[src/rtl/atm_cell_rx.sv]
// UTOPIA-style ATM cell receiver: assembles 53-byte cells and hands them off with valid/ready.
// Build with ATM_HEC_CHECK_EN defined to drop cells whose header HEC does not match.
module atm_cell_rx #(
    parameter int unsigned IfWidth = 8
) (
    input  logic               clk_in,
    input  logic               reset,
    input  logic [IfWidth-1:0] data,
    input  logic               soc,
    input  logic               clav,
    output logic               en,
    output logic [423:0]       ATMCell,
    output logic               valid,
    input  logic               ready,
    output logic               hec_err,
    output logic [15:0]        cell_cnt
);

    typedef enum logic [1:0] {StIdle, StAssemble, StHold} state_e;

    state_e         state_q, state_d;
    logic   [5:0]   cnt_q, cnt_d;
    logic   [423:0] cell_q, cell_d;
    logic           valid_q, valid_d;
    logic   [15:0]  cell_cnt_q, cell_cnt_d;
    logic   [5:0]   rev_idx;
    logic   [8:0]   byte_lsb;
    logic           hec_ok;

`ifdef ATM_HEC_CHECK_EN
    logic hec_err_q, hec_err_d;

    // ATM HEC: CRC-8 with polynomial x^8+x^2+x+1, zero init, header bits MSB first.
    function automatic logic [7:0] crc8(input logic [31:0] hdr);
        logic [7:0] crc;
        crc = 8'h00;
        for (int i = 31; i >= 0; i--) begin
            if (crc[7] ^ hdr[i]) begin
                crc = {crc[6:0], 1'b0} ^ 8'h07;
            end else begin
                crc = {crc[6:0], 1'b0};
            end
        end
        return crc;
    endfunction

    assign hec_ok  = (cell_q[391:384] == (crc8(cell_q[423:392]) ^ 8'h55));
    assign hec_err = hec_err_q;
`else
    assign hec_ok  = 1'b1;
    assign hec_err = 1'b0;
`endif

    assign ATMCell  = cell_q;
    assign valid    = valid_q;
    assign cell_cnt = cell_cnt_q;

    // Byte n of the cell lives at bits [423-8n -: 8].
    assign rev_idx  = 6'd52 - cnt_q;
    assign byte_lsb = {rev_idx, 3'b000};

    always_comb begin
        en = 1'b1;
        if (!reset && (state_q != StHold) && clav) begin
            en = 1'b0;
        end
    end

    always_comb begin
        state_d    = state_q;
        cnt_d      = cnt_q;
        cell_d     = cell_q;
        valid_d    = valid_q;
        cell_cnt_d = cell_cnt_q;
`ifdef ATM_HEC_CHECK_EN
        hec_err_d  = 1'b0;
`endif
        unique case (state_q)
            StIdle: begin
                if (!en && soc) begin
                    cell_d[423:416] = data;
                    cnt_d           = 6'd1;
                    state_d         = StAssemble;
                end
            end
            StAssemble: begin
                if (!en) begin
                    if (soc) begin
                        cell_d[423:416] = data;
                        cnt_d           = 6'd1;
                    end else begin
                        cell_d[byte_lsb +: 8] = data;
                        cnt_d                 = cnt_q + 6'd1;
                        if (cnt_q == 6'd52) begin
                            cnt_d = 6'd0;
                            if (hec_ok) begin
                                state_d = StHold;
                                valid_d = 1'b1;
                            end else begin
                                state_d = StIdle;
`ifdef ATM_HEC_CHECK_EN
                                hec_err_d = 1'b1;
`endif
                            end
                        end
                    end
                end
            end
            StHold: begin
                if (ready) begin
                    valid_d    = 1'b0;
                    state_d    = StIdle;
                    cell_cnt_d = cell_cnt_q + 16'd1;
                end
            end
            default: begin
                state_d = StIdle;
                cnt_d   = 6'd0;
                valid_d = 1'b0;
            end
        endcase
    end

    always_ff @(posedge clk_in) begin
        if (reset) begin
            state_q    <= StIdle;
            cnt_q      <= 6'd0;
            cell_q     <= '0;
            valid_q    <= 1'b0;
            cell_cnt_q <= 16'd0;
`ifdef ATM_HEC_CHECK_EN
            hec_err_q  <= 1'b0;
`endif
        end else begin
            state_q    <= state_d;
            cnt_q      <= cnt_d;
            cell_q     <= cell_d;
            valid_q    <= valid_d;
            cell_cnt_q <= cell_cnt_d;
`ifdef ATM_HEC_CHECK_EN
            hec_err_q  <= hec_err_d;
`endif
        end
    end

endmodule
[config.mk]
export PLATFORM = sky130hd
export DESIGN_NAME = atm_cell_rx
export DESIGN_NICKNAME = d
export VERILOG_FILES = /design/src/rtl/atm_cell_rx.sv
export SDC_FILE = /design/constraint.sdc
export NUM_CORES = 1
export LEC_CHECK = 0
export BUFFER_PORTS_ARGS = -buffer_cell sky130_fd_sc_hd__buf_2
export CORE_UTILIZATION = 37
export DETAILED_ROUTE_END_ITERATION = 16
export PLACE_DENSITY = 0.59
export SETUP_SLACK_MARGIN = 0.05
export SYNTH_ARGS = -nofsm -noshare
export SYNTH_HDL_FRONTEND = slang
export SYNTH_SLANG_ARGS = --single-unit
[constraint.sdc]
create_clock -name clk_in -period 4 [get_ports clk_in]
set_input_delay 0.2 -clock clk_in [delete_from_list [all_inputs] [get_ports clk_in]]
set_output_delay 0.2 -clock clk_in [all_outputs]
set_load 0.1 [all_outputs]
# [After elaboration in Yosys (flattened, before gate mapping)]
# Index checks and enable logic that the tools add are counted.
[word_totals] elab_cells=59 register_bits=449 output_inout_bits=443 input_bits=13
[op_classes] eq_ne=9 n_reduce_logical=12 n_bitwise=3 mux=23 shift=2 addsub=4
[ops] operator="bitwise mux 424 bit" count=1
[ops] operator="2-to-1 mux 424 bit" count=1
[ops] operator="variable shift 8 x 11 -> 424 bit, first input constant" count=1
[ops] operator="variable part select 8 x 11 -> 424 bit" count=1
[ops] operator="2-to-1 mux 416 bit" count=1
[ops] operator="2-to-1 mux 6 bit" count=4
[ops] operator="case mux 6 bit (3 select lines)" count=1
[ops] operator="adder 16 x 1 -> 16 bit, second input constant" count=1
[ops] operator="2-to-1 mux 8 bit" count=2
[ops] operator="case mux 8 bit (2 select lines)" count=1
[ops] operator="!= test 2 bit, second input constant" count=6
[ops] operator="negator 9 -> 11 bit" count=1
[ops] operator="2-to-1 mux 2 bit" count=5
[ops] operator="AND reduction 5 bit" count=2
[ops] operator="AND reduction 3 bit" count=3
[ops] operator="adder 6 x 1 -> 6 bit, second input constant" count=1
[ops] operator="equality test 6 bit, second input constant" count=1
[ops] operator="case mux 2 bit (3 select lines)" count=1
[ops] operator="subtractor 6 bit, first input constant" count=1
[ops] operator="2-to-1 mux 1 bit" count=5
[ops] operator="logical AND 1 bit" count=3
[ops] operator="NOT 1 bit" count=3
[ops] operator="case mux 1 bit (3 select lines)" count=1
[ops] operator="equality test 2 x 1 -> 1 bit, second input constant" count=1
[ops] operator="other kinds (5)" count=5

# [Longest topological paths before layout]
# Gate-level depths: netlist of run 1.
[logic_depth] depth_word=7 depth_mapped=13 mapped_depth_nobuf=8

# [Worst setup path before layout of run 1]
# OpenSTA, ideal clock, no wires.
[synth_timing] kind="reg-to-reg" from="reg cnt_q[0]" to="reg cell_q[208], in the netlist ATMCell[208]" arrival_ps=3007 setup_time_ps=124 stages_incl_launch_ff=12 required_time_ps=3876 path_buffers=3 synth_period_minus_slack_ps=3131 setup_slack_ps=869 path_cell_list="dfxtp_1 > buf_6 > clkbuf_1 > inv_1 > ha_1 > nand2b_1 > a31o_2 > o21ai_1 > nand2_2 > or4_1 > buf_2 > mux2i_1"
[synth_between] elab_chain_len=4 word_cells_on_any_way=5 classes_between="2 x add/sub; 2 x shift; 1 x mux"
[synth_lines] element="from (decl)" line_no="22" source="logic [5:0] cnt_q, cnt_d;"
[synth_lines] element="from (signal assigned)" line_no="136" source="cnt_q <= cnt_d;"
[synth_lines] element="subtractor 6 bit *" line_no="59" source="assign rev_idx = 6'd52 - cnt_q;"
[synth_lines] element="negator 9 -> 11 bit *" line_no="92" source="cell_d[byte_lsb +: 8] = data;"
[synth_lines] element="variable part select 8 x 11 -> 424 bit or variable shift 8 x 11 -> 424 bit (tied branches)" line_no="92"
[synth_lines] element="bitwise mux 424 bit *" line_no="92"
[synth_lines] element="to (signal assigned)" line_no="137" source="cell_q <= cell_d;"
[synth_lines] element="to (decl)" line_no="23" source="logic [423:0] cell_q, cell_d;"
# Every way passes the cells marked *; elsewhere a longest branch is shown, timed or not.
# A chain may end at the register's enable or synchronous reset.

# [Worst setup path in the final report of run 1]
[layout_timing] from="reg cnt_q[1]" to="reg cell_q[103], in the netlist ATMCell[103]"
# Same word-level chain as after synthesis.

==> results.txt, run 1 <==
Initial Util -> 37.8%
CP required -> 4490 ps
Met1 WL -> 27.7 mm
Pleak -> 11.2 nW
Mean routed wirelength per cell -> 21.4 um
CTS Buf Count -> 49
Switching share of total power -> 23.2%
Syn nets -> 1866
Synth Cell Area -> 19100 um2
Achievable frequency -> 0.268 GHz
Actual slew at the worst max-slew pin -> 1150 ps
Crit-path max FO -> 12
Sequential power share -> 48.2%
Worst Hold End -> state_q[0]
Top cell type's share of synthesized area -> 47.0%
Post-synthesis instance total -> 1847
Ys flop type -> dfxtp_1
CTS tree -> done
Vias per inst -> 5.00
Max cap viols -> 0
YS warnings -> 0
Register area share after synthesis -> 47.0%
Hold path startpoint -> soc
Final slew viol count -> 0
Pint -> 0.00715 W
Post-synth EDFFs -> 0
DRT Wirelength -> 63.6 mm
Final ANT Viol Nets -> 0
CTS root buf -> clkbuf_16
Fin nets -> 2290
Hold path cells -> 3
Met2 Wirelength -> 30.1 mm
Distinct cells, synth -> 72
Via Count -> 14900
Skew-Pair Late Insertion Delay -> 590 ps
Final Hold Fails -> 0
Sw Pwr -> 0.00216 W
FILL cells -> 4802
Drt first pass iters -> 5
RSZ-0062 raised after global routing -> no
Clock Pin Slew Worst Setup and Hold Paths -> 60 ps
Rows -> 82
Status -> finished, final reports clean
DRC Markers -> 0
Ant diodes -> 0
Die X -> 229 um
WS Path Type -> reg -> reg
Placeable Area -> 50600 um2
CP bufs+invs -> 2
Vias in the first global route -> 15000
Top cells by area, synth -> dfxtp_1 47%, mux2i_1 21%, nand2b_1 13%
Max-slew headroom -> 23.5%
Crit-path max cell delay -> 620 ps
Pwr/cell area -> 393 nW/um2
Area growth, synth to finish -> 23.8%
Critical Path Slowest Stage Cell -> dfxtp_1
Setup TNS -> 0 ps
Yosys reg bits -> 449
FF-to-FF setup slack -> 270 ps
R2R depth -> 9
Top sig layer -> met5
Layout cell share with drive strength beyond 1 -> 27.9%
Largest net degree at the start of global routing -> 142
Peak supply drop -> 0.322 mV
Critical Path AT -> 4210 ps
Critical path endpoint category -> flip-flop
Crit share post-route -> 93.2%
DR WL met3 -> 3.91 mm
H-tree depth -> 2
Post-CTS Resized -> 0
Worst path most repeated cell -> nand3_1
# setup viols final -> 0
Gr ovfl total -> 0
# IOs -> 456
FF-to-FF End -> ATMCell[103]
Mean Syn Cell Area -> 10.4 um2
Clock network fraction of design power -> 47.1%
RePlAce Congestion -> 0.893
Port buffer count -> 454
CP delay by family, top -> simple AND/OR/NAND/NOR gates
CTS Buffer Depth -> 3
Die footprint -> 52600 um2
Minimum clock period -> 3730 ps
Comb pwr share -> 4.7%
All-Layer GR Usage -> 23.5%
Clk sink count -> 449
Global-route wire length before repair -> 94.8 mm
Hold Path Class -> in -> reg
DP HPWL -> 45.0 mm
DR iter-0 viols -> 865
RR Startpoint -> cnt_q[1]
Clk_skew -> 11.2 ps
Initial antenna violation count -> 1
Total power -> 0.00930 W
Biggest area consumer among synthesized cells -> dfxtp_1
Crit start category -> flip-flop
Ys async rst share -> 0%
CP cell instances -> inv_1 > ha_1 > nor2_1 > nand3_1 > nor4_4 > a21o_1 > buf_4 > nand3_1 > mux2i_1
Die height -> 229 um
==> synth_stat cells (6+ instances only) <==
| cell type | number |
|---|---|
| o21ai_2 | 7 |
| nand4_2 | 14 |
| nor3_1 | 15 |
| nor2b_1 | 28 |
| a211oi_4 | 7 |
| nand3_1 | 59 |
| buf_1 | 11 |
| mux2_2 | 12 |
| mux2i_1 | 393 |
| xnor2_1 | 10 |
| or4_1 | 7 |
| clkbuf_1 | 88 |
| buf_4 | 11 |
| nand2b_1 | 396 |
| and4_1 | 6 |
| dfxtp_1 | 449 |
| buf_2 | 10 |
| nand2_1 | 109 |
| xor2_1 | 17 |
| ha_1 | 6 |
| o21ai_0 | 11 |
| nor2_1 | 55 |
| a21oi_1 | 27 |
==> metrics by stage <==
step	util, %	hold WS, ps	setup slack, ps	area (um2)	instances
final	46.8	37.2	272	23700	2977
after global routing	46.8	90.9	53.0	23700	2977
after CTS	46.5	5.80	212	23500	2970
after detailed placement	43.4	447	238	22000	2882
after global placement	43.4	436	367	22000	2882
after floorplan	-	379	869	19100	1847
==> sequential cells by signal (all words and copies together), names as in the netlist <==
| name | count |
|---|---|
| ATMCell | 424 |
| cell_cnt | 16 |
| cnt_q | 6 |
| state_q | 2 |
| valid | 1 |
==> repair_timing <==
item	in CTS	in global routing
hold buffers	3	0
setup buffers	0	7
endpoints found under the setup margin	0	56
endpoints found under the hold margin	4	0
==> layout make-up <==
cell class	count	area (um2)	share of cell area, %
repair buffers	496	2690	11.4
clock buffers	77	1450	6.14
multi-input cells	1272	9600	40.6
well taps	672	841	3.55
flip-flops and latches	449	8990	38.0
clock inverters	8	68.8	0.291
inverters	3	11.3	0.0476
==> cell usage in the layout (no fill, tap or decap), drive strengths merged, types with 6 or more instances in the layout <==
master / count
nand3: 65
nor2b: 28
clkbuf: 77
a21oi: 31
buf: 493
mux2: 12
nor3: 20
nand2b: 396
mux2i: 393
and4: 6
xnor2: 10
ha: 6
dfxtp: 449
o21ai: 21
nor4: 8
a211oi: 8
nand4: 20
clkinv: 6
or4: 7
nand2: 112
nor2: 57
xor2: 17
==> power by group through the flow <==
stage	registers [W]	logic (W)	clock network [W]
after CTS	0.00449	0.000440	0.00447
final	0.00449	0.000437	0.00438
after floorplan	0.00464	0.000259	0
after global routing	0.00449	0.000461	0.00465
after global placement	0.00459	0.000435	0
after detailed placement	0.00459	0.000438	0
==> layer usage <==
| layer | global-route usage, % | up-vias |
|---|---|---|
| li1 | - | 7079 |
| met1 | 30.2 | 7254 |
| met2 | 38.9 | 449 |
| met3 | 5.23 | 101 |
| met4 | 7.85 | 2 |
| met5 | 0 | - |
==> tightest hold or removal path, delay by kind of cell <==
family | cells | cell delay (ps)
AO/OA/AOI/OAI | 1 | 100
AND/OR/NAND/NOR | 1 | 110
buffers and inverters | 1 | 150
==> how the worst max path moves through the flow <==
| stage | startpoint | depth (start not counted) | slack (ps) | end |
|---|---|---|---|---|
| 5_1_grt | cnt_q[1] | 9 | 50 | ATMCell[245] |
| 6_report | cnt_q[1] | 9 | 270 | ATMCell[103] |
| 2_1_floorplan | cnt_q[0] | 11 | 870 | ATMCell[208] |
| 4_1_cts | cnt_q[1] | 8 | 210 | ATMCell[348] |
| 3_5_place_dp | cnt_q[1] | 8 | 240 | ATMCell[344] |
| 3_3_place_gp | cnt_q[1] | 8 | 370 | ATMCell[346] |
==> logic make-up (layout without fill, tap and decap cells) <==
family / count (synthesis) / count (layout) / synth area share, %
buffers and inverters: 126 / 584 / 2.87
DFF: 449 / 449 / 47.0
and+or+nand+nor: 744 / 744 / 23.4
muxes: 405 / 405 / 21.3
AOI/OAI and AO/OA: 89 / 89 / 3.82
xor gates and xnor gates: 27 / 27 / 1.24
adders and majority gates: 6 / 6 / 0.393
other: 1 / 1 / 0.0196
Note: power is estimated with default switching activity, not from simulation.
==> run 2, diff against run 1 <==
Clock period 4 ns to 4.1 ns, I/O delays scaled along.
==> run 2 against run 1 <==
Net effect:
- clock skew rose by 3.1 ps
- maximum frequency rose by 6.2%
- power rose by 3.1%
- wire length fell by 1.4%
- critical path type unchanged
==> results.txt, run 2 (synthesis gave the netlist of run 1 again) <==
Clk sink count -> 449
Setup TNS -> 0 ps
CTS tree -> done
Post-CTS Resized -> 0
FILL cells -> 4789
Die footprint -> 52600 um2
# IOs -> 456
Comb pwr share -> 4.4%
Max-slew headroom -> 27.3%
DRC Markers -> 0
Die X -> 229 um
Area growth, synth to finish -> 24.3%
Rows -> 82
Top sig layer -> met4
Clock Pin Slew Worst Setup and Hold Paths -> 60 ps
Met2 Wirelength -> 29.5 mm
Vias in the first global route -> 14600
Critical Path AT -> 4010 ps
Initial antenna violation count -> 1
Crit. Startpoint -> cnt_q[1]
Sw Pwr -> 0.00211 W
RSZ-0062 raised after global routing -> no
Final Hold Fails -> 0
Hold path cells -> 3
FF-to-FF setup slack -> 590 ps
DRT Wirelength -> 62.7 mm
Pleak -> 11.3 nW
FF-to-FF End -> ATMCell[380]
Vias per inst -> 4.96
Hold path startpoint -> soc
Clock network fraction of design power -> 50.0%
Initial Util -> 37.8%
Final ANT Viol Nets -> 0
Met1 WL -> 28.7 mm
Minimum clock period -> 3510 ps
Port buffer count -> 454
Sequential power share -> 45.6%
Layout cell share with drive strength beyond 1 -> 28.1%
RePlAce Congestion -> 0.860
DR WL met3 -> 3.03 mm
Final slew viol count -> 0
H-tree depth -> 2
Global-route wire length before repair -> 93.4 mm
CTS Buf Count -> 49
Achievable frequency -> 0.285 GHz
Crit start category -> flip-flop
Worst Hold End -> state_q[0]
Max reg flops -> 424
RR Startpoint -> cnt_q[1]
Gr ovfl total -> 0
All-Layer GR Usage -> 23.2%
Switching share of total power -> 22.0%
Setup WS post-layout -> 591 ps
CP required -> 4600 ps
Status -> finished, final reports clean
Drt first pass iters -> 4
Critical path endpoint category -> flip-flop
Placeable Area -> 50600 um2
Pint -> 0.00748 W
Pwr/cell area -> 404 nW/um2
Fin nets -> 2282
Leading cell types in the layout, fill and taps excluded -> 453 x buf_2, 449 x dfxtp_1, 396 x nand2b_1
CTS Buffer Depth -> 3
Peak supply drop -> 0.337 mV
Most common cell after layout, fill and taps aside -> buf_2
Dpl ws -> 610 ps
# setup viols final -> 0
WS Path Type -> reg -> reg
DP HPWL -> 44.8 mm
Actual slew at the worst max-slew pin -> 1090 ps
Skew-Pair Late Insertion Delay -> 580 ps
DR iter-0 viols -> 788
Hold Path Class -> in -> reg
Mean routed wirelength per cell -> 21.1 um
Die height -> 229 um
CTS root buf -> clkbuf_16
Crit share post-route -> 85.6%
Via Count -> 14700
R2R depth -> 9
Max cap viols -> 0
Crit-path max FO -> 13
Largest net degree at the start of global routing -> 124
Clk_skew -> 14.2 ps
run 2: cell count changes in the layout (fill, tap and decap cells not counted), sizes merged:
| cell | before | now |
|---|---|---|
| buf | 493 | 485 |
| bufinv | 1 | 8 |
| clkbuf | 77 | 73 |
| diode | 0 | 1 |
run 2: how the worst max path moves through the flow:
stage	slack, ps	depth (start not counted)	endpoint
after floorplan	970	11	ATMCell[208]
after global placement	670	9	ATMCell[380]
after detailed placement	610	9	ATMCell[314]
after CTS	590	9	ATMCell[380]
after global routing	330	9	ATMCell[380]
final	590	9	ATMCell[380]
run 2: layout make-up:
| cell class | instances | area (um2) | area share (%) |
|---|---|---|---|
| Sequential cell | 449 | 8990 | 37.8 |
| Clock inverter | 15 | 287 | 1.21 |
| Tap cell | 672 | 841 | 3.54 |
| Inverter | 3 | 11.3 | 0.0474 |
| Multi-Input combinational cell | 1272 | 9600 | 40.4 |
| Clock buffer | 73 | 1480 | 6.22 |
| Timing Repair Buffer | 488 | 2540 | 10.7 |
| Antenna cell | 1 | 2.50 | 0.0105 |
run 2: metal layers:
metal / global-route usage (%) / vias up
li1: - / 7089
met1: 30.3 / 7192
met5: 0 / -
met4: 7.04 / 0
met3: 4.39 / 76
met2: 38.5 / 388
run 2: timing repair:
action                    4_1_cts  5_1_grt
buffers inserted                0        0
hold endpoints to repair        3        0
hold buffers                    3        0
run 2: stage by stage:
stage / hold slack, ps / power (W) / cells / util, % / instance area (um2)
after floorplan: 384 / 0.00478 / 1847 / - / 19100
after global placement: 440 / 0.00490 / 2881 / 43.4 / 22000
after detailed placement: 442 / 0.00490 / 2881 / 43.4 / 22000
after CTS: 9.87 / 0.00970 / 2972 / 47.0 / 23800
after global routing: 84.0 / 0.00989 / 2973 / 47.0 / 23800
final: 44.4 / 0.00959 / 2973 / 47.0 / 23800
run 2: critical path, cell delays in order (launching register included):
cell,delay (ps)
dfxtp_1,310
buf_4,190
inv_1,110
ha_1,460
nor2_1,220
and3_1,220
nand2_2,160
or3_1,740
a211oi_4,760
mux2i_1,260
run 2: power by group through the flow:
| stage | logic [W] | registers [W] | clock network (W) |
|---|---|---|---|
| after detailed placement | 0.000423 | 0.00447 | 0 |
| after floorplan | 0.000253 | 0.00453 | 0 |
| after global routing | 0.000449 | 0.00438 | 0.00507 |
| after CTS | 0.000426 | 0.00438 | 0.00490 |
| after global placement | 0.000422 | 0.00447 | 0 |
| final | 0.000425 | 0.00438 | 0.00479 |
==> run 3, diff against run 2 <==
Settings changed: PLACE_DENSITY 0.59 to unset, PLACE_DENSITY_LB_ADDON set to 0.25.
==> run 3 against run 2 <==
Net effect:
- via count increased by 0.73%
- final area decreased by 0.62%
- clock power decreased by 5.4%
- non-clock buffer count decreased by 6
- critical path depth unchanged
- largest cell class unchanged
- flip-flop and latch count unchanged
- clock skew increased by 0.66 ps
- clock-buffer cell count increased by 7
- hold slack improved by 99 ps
- die area unchanged
- combinational power about the same
- maximum frequency decreased by 2.1%
==> results.txt, run 3 (synthesis gave the netlist of run 1 again) <==
Crit-path max FO -> 13
H-tree depth -> 2
Hold path startpoint -> reset
Initial antenna violation count -> 0
Placed cell count -> 2874
CP required -> 4550 ps
Final Util -> 46.7%
Leading cell types in the layout, fill and taps excluded -> 453 x buf_2, 449 x dfxtp_1, 396 x nand2b_1
DP HPWL -> 44.1 mm
RSZ-0062 raised after global routing -> no
Achievable frequency -> 0.279 GHz
Die X -> 229 um
DRC Markers -> 0
Port buffer count -> 454
Crit share post-route -> 87.4%
Register area -> 8990 um2
DR iter-0 viols -> 810
Clk sink count -> 449
CTS root buf -> clkbuf_16
R2R depth -> 9
Global-route wire length before repair -> 93.5 mm
Clock Pin Slew Worst Setup and Hold Paths -> 60 ps
Max cap viols -> 0
Skew-Pair Late Insertion Delay -> 580 ps
Hold Path Class -> in -> reg
FF-to-FF End -> ATMCell[215]
Max reg flops -> 424
Status -> finished, final reports clean
Max-slew headroom -> 22.2%
CTS tree -> done
Critical Path AT -> 4040 ps
Fin nets -> 2276
Most common cell after layout, fill and taps aside -> buf_2
Critical path endpoint category -> flip-flop
Rows -> 82
RePlAce Congestion -> 0.903
Minimum clock period -> 3580 ps
Gr ovfl total -> 0
Crit start category -> flip-flop
All-Layer GR Usage -> 23.2%
Largest net degree at the start of global routing -> 210
Pleak -> 11.2 nW
Vias in the first global route -> 14700
Mean routed wirelength per cell -> 21.2 um
Setup TNS -> 0 ps
Peak supply drop -> 0.283 mV
RR Startpoint -> cnt_q[1]
Layout Cells excl Fill -> 2968
Setup WS post-layout -> 515 ps
Pwr/cell area -> 396 nW/um2
Final ANT Viol Nets -> 0
Drt first pass iters -> 5
Via Count -> 14900
Hold path cells -> 2
Clk_skew -> 14.9 ps
FILL cells -> 4831
Setup bufs post-CTS -> 0
WS Path Type -> reg -> reg
Ant diodes -> 0
Dpl ws -> 569 ps
Actual slew at the worst max-slew pin -> 1170 ps
# setup viols final -> 0
CTS Buffer Depth -> 3
Initial Util -> 37.8%
Worst Hold End -> cell_cnt[0]
FF-to-FF setup slack -> 520 ps
Placeable Area -> 50600 um2
Area growth, synth to finish -> 23.5%
CTS Buf Count -> 49
Multi-input logic area -> 9600 um2
Die height -> 229 um
# IOs -> 456
Vias per inst -> 5.00
Final slew viol count -> 0
Layout cell share with drive strength beyond 1 -> 27.7%
DRT Wirelength -> 62.8 mm
Final Hold Fails -> 0
Die footprint -> 52600 um2
-- run 3: area by class of cell --
cell class | count | share of cell area [%]
Timing Repair Buffer | 482 | 10.7
Clock inverter | 10 | 0.578
Clock buffer | 80 | 6.42
Sequential cell | 449 | 38.1
Tap cell | 672 | 3.56
Inverter | 3 | 0.0477
Multi-Input combinational cell | 1272 | 40.7
-- run 3: worst max-delay path by stage --
stage | startpoint | endpoint | slack, ps | cells past startpoint
finish | cnt_q[1] | ATMCell[215] | 520 | 9
CTS | cnt_q[1] | ATMCell[215] | 550 | 9
detailed placement | cnt_q[1] | ATMCell[215] | 570 | 9
floorplan | cnt_q[0] | ATMCell[208] | 970 | 11
global route | cnt_q[3] | ATMCell[133] | 380 | 6
global placement | cnt_q[1] | ATMCell[212] | 630 | 9
-- run 3: per-stage QoR --
stage,instance area [um2],power (W),hold slack (ps)
global route,23600,0.00964,148
global placement,21900,0.00490,437
detailed placement,21900,0.00490,446
CTS,23600,0.00944,104
finish,23600,0.00934,144
floorplan,19100,0.00478,384
-- run 3: layer usage --
layer	track usage, %	up-vias	share of wire [%]
met5	0	-	0
met4	8.98	0	3.6
met3	5.83	124	6.4
met2	37.5	458	46
met1	29.6	7198	44
li1	-	7073	-
-- run 3: critical path, cell delays in order (launching register included) --
cell      delay (ps)
dfxtp_1          310
buf_4            190
inv_1            120
ha_1             410
nand2b_1         240
a31o_2           300
o21ai_1          370
nand2_2          430
or4_1            870
mux2i_1          190
-- run 3: what timing repair did --
item,4_1_cts,5_1_grt
resized for setup,0,0
endpoints found under the hold margin,3,0
hold buffers,4,0
-- run 3: power breakdown --
group / switching, W / leakage (nW) / internal, W
Clock: 0.00182 / 0.812 / 0.00271
Combinational: 0.000308 / 6.79 / 0.000121
Sequential: 0.00000572 / 3.62 / 0.00437
